`src/rtl/dmem_pkg.sv`:
```
// Shared definitions for the data-memory arbiter: state encoding,
// bus widths and the access-counter helper.
package dmem_pkg;

  localparam int ADDR_W = 32;
  localparam int DATA_W = 32;
  localparam int CNT_W  = 4;

  typedef enum logic [2:0] {
    IDLE   = 3'd0,
    P_ACC  = 3'd1,
    P_DONE = 3'd2,
    D_ACC  = 3'd3,
    D_DONE = 3'd4
  } state_t;

  // Counter value that marks the final cycle of an access of the given length.
  function automatic logic [CNT_W-1:0] last_count(input int cycles);
    return CNT_W'(cycles - 1);
  endfunction

endpackage

```
`src/rtl/dmem_arbiter.sv`:
```
// Arbitrates Data_memory between the MEM-stage pipeline port and a debug port.
// Debug port is built only when DMEM_ARB_DEBUG_EN is defined; otherwise its outputs are tied to 0.
module dmem_arbiter
  import dmem_pkg::*;
#(
  parameter int ACCESS_CYCLES = 2,
  parameter int STARVE_LIMIT  = 4
) (
  input  logic              clk,
  input  logic              reset,
  input  logic              p_memread,
  input  logic              p_memwrite,
  input  logic [ADDR_W-1:0] p_addr,
  input  logic [DATA_W-1:0] p_wdata,
  output logic [DATA_W-1:0] p_rdata,
  output logic              p_stall,
  input  logic              d_req,
  input  logic              d_we,
  input  logic [ADDR_W-1:0] d_addr,
  input  logic [DATA_W-1:0] d_wdata,
  output logic              d_gnt,
  output logic              d_valid,
  output logic [DATA_W-1:0] d_rdata,
  output logic [ADDR_W-1:0] m_addr,
  output logic [DATA_W-1:0] m_wdata,
  output logic              m_memread,
  output logic              m_memwrite,
  input  logic [DATA_W-1:0] m_rdata
);

  localparam logic [CNT_W-1:0] LAST_CNT = last_count(ACCESS_CYCLES);

  state_t            r_state;
  logic [CNT_W-1:0]  r_cnt;
  logic [ADDR_W-1:0] r_addr;
  logic [DATA_W-1:0] r_wdata;
  logic              r_rd;
  logic              r_wr;
  logic [DATA_W-1:0] r_p_rdata;

  logic w_p_req;
  logic w_in_acc;
  logic w_last;

  assign w_p_req  = p_memread | p_memwrite;
  assign w_in_acc = (r_state == P_ACC) || (r_state == D_ACC);
  assign w_last   = w_in_acc && (r_cnt == LAST_CNT);

`ifdef DMEM_ARB_DEBUG_EN
  localparam logic [CNT_W-1:0] STARVE_MAX = CNT_W'(STARVE_LIMIT);

  logic [CNT_W-1:0]  r_starve_cnt;
  logic [DATA_W-1:0] r_d_rdata;
  logic              w_d_wins;

  // Debug wins when it is alone, or when the pipeline has used up its run of grants.
  assign w_d_wins = d_req && (!w_p_req || (r_starve_cnt == STARVE_MAX));
`else
  logic w_unused_dbg;
  assign w_unused_dbg = ^{d_req, d_we, d_addr, d_wdata};
`endif

  always_ff @(posedge clk) begin
    if (reset) begin
      r_state   <= IDLE;
      r_cnt     <= '0;
      r_addr    <= '0;
      r_wdata   <= '0;
      r_rd      <= 1'b0;
      r_wr      <= 1'b0;
      r_p_rdata <= '0;
`ifdef DMEM_ARB_DEBUG_EN
      r_starve_cnt <= '0;
      r_d_rdata    <= '0;
`endif
    end else begin
      r_cnt <= (w_in_acc && !w_last) ? r_cnt + 4'd1 : '0;
      case (r_state)
        IDLE: begin
`ifdef DMEM_ARB_DEBUG_EN
          if (w_d_wins) begin
            r_state      <= D_ACC;
            r_addr       <= d_addr;
            r_wdata      <= d_wdata;
            r_rd         <= !d_we;
            r_wr         <= d_we;
            r_starve_cnt <= '0;
          end else if (w_p_req) begin
            r_state <= P_ACC;
            r_addr  <= p_addr;
            r_wdata <= p_wdata;
            r_rd    <= p_memread;
            r_wr    <= p_memwrite;
            if (!d_req) begin
              r_starve_cnt <= '0;
            end else if (r_starve_cnt != STARVE_MAX) begin
              r_starve_cnt <= r_starve_cnt + 4'd1;
            end
          end else begin
            r_starve_cnt <= '0;
          end
`else
          if (w_p_req) begin
            r_state <= P_ACC;
            r_addr  <= p_addr;
            r_wdata <= p_wdata;
            r_rd    <= p_memread;
            r_wr    <= p_memwrite;
          end
`endif
        end
        P_ACC: begin
          if (w_last) begin
            r_state   <= P_DONE;
            r_p_rdata <= m_rdata;
          end
        end
        P_DONE: r_state <= IDLE;
`ifdef DMEM_ARB_DEBUG_EN
        D_ACC: begin
          if (w_last) begin
            r_state   <= D_DONE;
            r_d_rdata <= m_rdata;
          end
        end
        D_DONE: r_state <= IDLE;
`endif
        default: r_state <= IDLE;
      endcase
    end
  end

  assign m_addr     = w_in_acc ? r_addr : '0;
  assign m_wdata    = w_in_acc ? r_wdata : '0;
  assign m_memread  = w_in_acc && r_rd;
  // Reset must suppress the single write strobe even when it lands on the final cycle.
  assign m_memwrite = w_last && r_wr && !reset;

  assign p_rdata = r_p_rdata;
  assign p_stall = w_p_req && (r_state != P_DONE);

`ifdef DMEM_ARB_DEBUG_EN
  assign d_gnt   = (r_state == D_ACC);
  assign d_valid = (r_state == D_DONE);
  assign d_rdata = r_d_rdata;
`else
  assign d_gnt   = 1'b0;
  assign d_valid = 1'b0;
  assign d_rdata = '0;
`endif

endmodule
```
`config.mk`:
```
export PLATFORM = sky130hd
export DESIGN_NAME = dmem_arbiter
export DESIGN_NICKNAME = d
export VERILOG_FILES = /design/src/rtl/dmem_pkg.sv /design/src/rtl/dmem_arbiter.sv
export SDC_FILE = /design/constraint.sdc
export NUM_CORES = 1
export LEC_CHECK = 0
export CORE_AREA = 2 2 117 119
export DETAILED_ROUTE_END_ITERATION = 16
export DIE_AREA = 0 0 119 121
export PLACE_DENSITY_LB_ADDON = 0.05
export SYNTH_ARGS = -nofsm -noshare
export SYNTH_HDL_FRONTEND = slang
export SYNTH_SLANG_ARGS = --single-unit
```
`constraint.sdc`:
```
create_clock -name clk -period 5.2 [get_ports clk]
set_clock_uncertainty 0.05 [all_clocks]
set_input_delay 1.56 -clock clk [delete_from_list [all_inputs] [get_ports clk]]
set_output_delay 1.56 -clock clk [all_outputs]
set_load 0.005 [all_outputs]
```
==> results of run 1 <==
==> power breakdown <==
group	internal, mW	leakage, nW	switching (mW)
clock network	0.350	0.130	0.281
logic	0.175	1.56	0.142
registers	0.846	0.852	0.0335
total	1.37	2.55	0.457
==> worst register-to-register path, delay by kind of cell, from the launching register on <==
kind,cells,cell delay [ns]
flops,1,1.04
simple gates,1,1.00
compound gates,2,0.40
==> per-layer routing <==
layer,vias to the layer above,wire length [µm],part of all wire (%)
li1,2183,-,-
met3,19,1065,8.2
met1,1994,5875,45
met2,170,5719,44
met4,0,290,2.2
met5,-,0,0
==> placed cells by master, fill, tap and decap left out, drive strengths merged, types with 3 or more instances in the layout <==
master	instances
clkdlybuf4s50	197
dfxtp	104
a21oi	67
o21ai	66
and2	65
nand3	65
nand2b	64
conb	34
mux2i	32
clkbuf	15
buf	6
nor2	6
inv	3
==> cells by family after synthesis <==
family / count (synthesis) / synth area share (%)
simple gates: 211 / 25.39
compound gates: 134 / 13.88
fa+ha+maj: 2 / 0.5160
other cells: 1 / 0.07735
mux: 32 / 6.607
flops: 104 / 42.94
xor+xnor: 2 / 0.3614
buf+inv: 91 / 10.22
==> flip-flops by register name (all words and copies together), names as in the netlist <==
signal / flops
p_rdata: 32
r_wr: 1
r_cnt: 4
r_wdata: 32
r_rd: 1
r_state: 2
r_addr: 32
==> worst max path at each step <==
stage,slack (ns),cells after the start,start,endpoint
2_1_floorplan,1.31,4,p_memwrite,p_stall
5_1_grt,0.68,3,r_state[0]$_SDFFE_PP0P_,m_memwrite
3_3_place_gp,0.75,4,p_memwrite,p_stall
4_1_cts,0.75,4,p_memwrite,p_stall
3_5_place_dp,0.76,4,p_memwrite,p_stall
6_report,0.76,4,p_memwrite,p_stall
==> cell type report <==
| type | instances | area [µm²] | share of cell area (%) |
|---|---|---|---|
| multi-input cells | 415 | 2410 | 34.38 |
| flip-flops and latches | 104 | 2083 | 29.72 |
| repair buffers | 203 | 2017 | 28.78 |
| clock buffers | 15 | 267.8 | 3.820 |
| well taps | 176 | 220.2 | 3.142 |
| inverters | 3 | 11.26 | 0.1607 |
==> stage by stage <==
stage	util, %	instances
6_report	53.57	916
5_1_grt	53.57	916
4_1_cts	53.57	916
3_5_place_dp	51.52	901
3_3_place_gp	51.52	901
2_1_floorplan	-	610
==> qor.yml, run 1 <==
worst_setup_path:
  startpoint_type: "input port"
  crit_required_ns: 3.59
  crit_fanout: 3
  critPathSlowestCell: "clkdlybuf4s50_1"
  path_cells: "clkdlybuf4s50_1, nor2_4, a21oi_1, clkdlybuf4s50_1"
  crit_top_cell: "clkdlybuf4s50_1"
  crit_buf_inv: 2
  critPathKind: "input port to primary output"
  r2r-end: "r_wdata[22]$_SDFFE_PP0P_"
  crit_path_max_incr_delay_ns: 0.55
  r2r_cells: 3
  r2r_start: "r_state[0]$_SDFFE_PP0P_"
  cp-end-kind: "primary output"
  reg2reg_slack_ns: 2.63
  crit_arrival_ns: 2.83
  path_delay_family: "buffers and inverters"
detailed_routing:
  first_iter_violations: 234
  avgViaCountPerCell: 4.766
  vias: 4366
  dr.pass1.iters: 5
  routedWlPerCell_um: 14.14
  ant_nets: 0
  routed_wl_um: 12950
  drc: 0
power:
  ir_drop_mv: 0.1259
  leakagePower_nw: 2.545
  power_mw: 1.828
  power_density_mw_per_mm2: 260.7
grt:
  gr-usage-met3_pct: 5.968
  grt_pass1_wl_um: 20840
  gr-total-overflow: 0
  grt_usage_pct: 17.84
  antenna_found_initial: 0
  use_met2_pct: 27.66
  grt_max_degree: 135
  grtUsageMet1_pct: 22.78
  first_global_vias: 4135
  grt-busiest-layer: "met2"
clocking:
  tritoncts: "yes"
  numCtsBuffers: 9
  cts.path.max_buffers: 2
  cts.sinks: 104
  ctsResizeCount: 0
  insertion_delay_ns: 0.34
  cts_hold_buffers: 0
  htreeDepth: 3
  path_clk_slew_ns: 0.07
  cts_setup_buffers: 0
  cts_root_buf: "clkbuf_16"
sta:
  min_period_ns: 4.438
  hold_ws_ns: 0.4182
  worst_slack_ns: 0.7618
  setup_viol: 0
  fin_crit_sh_pct: 85.35
  rsz0062_at_grt: "no"
  hold_viol_final: 0
  fmax_ghz: 0.2253
  slew_headroom_pct: 22.46
  tns_ns: 0
  drv_slew: 0
  worstMarginPinSlew_ns: 1.163
floorplanning:
  initial_core_util_pct: 37.05
  dieArea_mm2: 0.01440
  ios: 299
  std_cell_rows: 42
  coreArea_mm2: 0.01309
  die_h_um: 121
  die_x_um: 119
synthesis:
  postSynthCellCount: 577
  seq_area_frac_synth_pct: 42.94
  synth_area_mm2: 0.004848
  async_flop_share_pct: 0
  synth_edf_count: 0
  ys_top_cells_by_area: "dfxtp_1 (43%), and2_1 (8.4%), nand2b_1 (8.3%)"
  yosysTopAreaCellShare_pct: 42.94
  ys_warn_count: 0
  synth-main-ff-cell: "dfxtp_1"
  post-synth-top-count-cell: "dfxtp_1"
  synth_seq_cells: 104
  synth_common_cells: "dfxtp_1 (104), a21oi_1 (67), o21ai_0 (66)"
  yosys.area.top_type: "dfxtp_1"
  avgSynthCellArea_um2: 8.403
  synth_cell_types: 26
run:
  drv_cap: 0
placement:
  gp_congestion: 0.7154
  dpl_cell_area_mm2: 0.006741
  portBuffers: 198
  dp_hpwl_um: 8173
  post-place-ws_ns: 0.7572
layout:
  nets: 904
  drive_above_1_share_pct: 3.108
  areaGrowthSynthToFinish_pct: 44.57
  n_fill_cell: 1243
  final_cell_area_mm2: 0.007009
  diodes: 0
worst_hold_path:
  hold_path_class: "flop to flop"
  hold_depth: 2
  hp-start: "r_addr[19]$_SDFFE_PP0P_"
  min_to: "r_addr[19]$_SDFFE_PP0P_"
outcome:
  status: "completed"
Note: power is estimated with default switching activity, not from simulation.
==> run 2, diff against run 1 <==
CORE_AREA = not set   (was 2 2 117 119)
CORE_UTILIZATION = 37   (was not set)
DIE_AREA = not set   (was 0 0 119 121)
MAX_ROUTING_LAYER = met4   (was not set)
clock period = 4.1 ns   (was 5.2 ns; I/O delays follow)
==> qor.yml, run 2 (synthesized netlist as in run 1, its figures left out) <==
grt:
  first_global_vias: 4038
  grt_max_degree: 135
  grt_pass1_wl_um: 19780
  antenna_found_initial: 0
  grt_usage_pct: 19.03
  gr-total-overflow: 0
worst_setup_path:
  crit_required_ns: 2.82
  crit_path_max_incr_delay_ns: 0.55
  critPathKind: "input port to primary output"
  critPathSlowestCell: "clkdlybuf4s50_1"
  crit_fanout: 3
  crit_top_cell: "clkdlybuf4s50_1"
  cp-end-kind: "primary output"
  path_delay_family: "buffers and inverters"
  startpoint_type: "input port"
  crit_buf_inv: 2
  path_cells: "clkdlybuf4s50_1, nor2_4, a21oi_1, clkdlybuf4s50_1"
  crit_arrival_ns: 2.50
power:
  seqPwrFrac_pct: 47.4
  p_int_mw: 1.738
  ir_drop_mv: 0.1795
  power_mw: 2.330
  p_clk_share_pct: 34.8
  power_density_mw_per_mm2: 331.4
  leakagePower_nw: 2.560
  swShare_pct: 25.40
  combPwrFrac_pct: 17.8
  switching_power_mw: 0.5917
sta:
  worstMarginPinSlew_ns: 1.147
  hold_ws_ns: 0.4193
  rsz0062_at_grt: "no"
  slew_headroom_pct: 23.50
  min_period_ns: 3.783
  tns_ns: 0
  setup_viol: 0
  hold_viol_final: 0
  fin_crit_sh_pct: 92.26
  fmax_ghz: 0.2644
  drv_slew: 0
  worst_slack_ns: 0.3173
placement:
  gp_congestion: 0.7327
  portBuffers: 198
  dpl_cell_area_mm2: 0.006756
  dp_hpwl_um: 8115
  post-place-ws_ns: 0.3051
clocking:
  htreeDepth: 3
  cts_root_buf: "clkbuf_16"
  cts_hold_buffers: 0
  cts.path.max_buffers: 2
  path_clk_slew_ns: 0.07
  tritoncts: "yes"
  cts.sinks: 104
  cts_setup_buffers: 0
  numCtsBuffers: 9
  ctsResizeCount: 0
  insertion_delay_ns: 0.34
floorplanning:
  die_h_um: 116.5
  std_cell_rows: 41
  dieArea_mm2: 0.01357
  ios: 299
  coreArea_mm2: 0.01272
  initial_core_util_pct: 38.11
  die_x_um: 116.5
detailed_routing:
  first_iter_violations: 296
  avgViaCountPerCell: 4.748
  ant_nets: 0
  routedWlPerCell_um: 13.94
  routed_wl_um: 12730
  dr.pass1.iters: 5
  drc: 0
  vias: 4335
layout:
  n_fill_cell: 1205
  final_cell_area_mm2: 0.007030
  layout_commonest_cell: "clkdlybuf4s50_1"
  layout_common_cells: "clkdlybuf4s50_1 (197), dfxtp_1 (103), a21oi_1 (67)"
  areaGrowthSynthToFinish_pct: 45.01
  nets: 905
  diodes: 0
  drive_above_1_share_pct: 3.644
worst_hold_path:
  hold_path_class: "flop to flop"
outcome:
  status: "completed"
run:
  drv_cap: 0
run 2: area by class of cell:
class	instances	area [µm²]	area share, %
sequential	104	2083	29.63
clock buffer	12	256.5	3.648
timing repair buffer	204	2037	28.97
tap	172	215.2	3.061
multi-input combinational	415	2410	34.28
clock inverter	3	17.52	0.2492
inverter	3	11.26	0.1602
run 2: power groups by stage:
stage          Sequential [mW]  Clock [mW]  Combinational [mW]
3_5_place_dp              1.13           0               0.419
3_3_place_gp              1.12           0               0.413
2_1_floorplan             1.11           0               0.239
6_report                  1.11       0.810               0.415
5_1_grt                   1.11       0.878               0.461
4_1_cts                   1.10       0.835               0.421
run 2: worst reg2reg max path: cells and delay by family (launching register included):
kind	cells	cell delay, ns
and+or+nand+nor	1	0.92
DFF	1	0.64
AOI/OAI and AO/OA	2	0.44
run 2: through the flow:
step,util (%),std cells
6_report,55.26,913
5_1_grt,55.26,913
4_1_cts,55.26,913
3_5_place_dp,53.11,898
3_3_place_gp,53.11,898
2_1_floorplan,-,610
run 2: path summary, 6_finish.rpt:
kind | cells past startpoint | from | endpoint | slack (ns)
worst min register to register | 2 | r_addr[22]$_SDFFE_PP0P_ | r_addr[22]$_SDFFE_PP0P_ | 0.42
worst min-delay path | 2 | r_addr[22]$_SDFFE_PP0P_ | r_addr[22]$_SDFFE_PP0P_ | 0.42
worst max register to register | 3 | r_state[0]$_SDFFE_PP0P_ | r_wdata[12]$_SDFFE_PP0P_ | 1.96
worst max-delay path | 4 | p_memwrite | p_stall | 0.32
run 2: layer usage:
layer / vias up / wire (µm) / GRT usage (%)
met2: 148 / 6091 / 30.06
met3: 15 / 966 / 6.124
met1: 1992 / 5472 / 23.08
met5: - / 0 / -
met4: 0 / 201 / 5.641
li1: 2180 / - / -
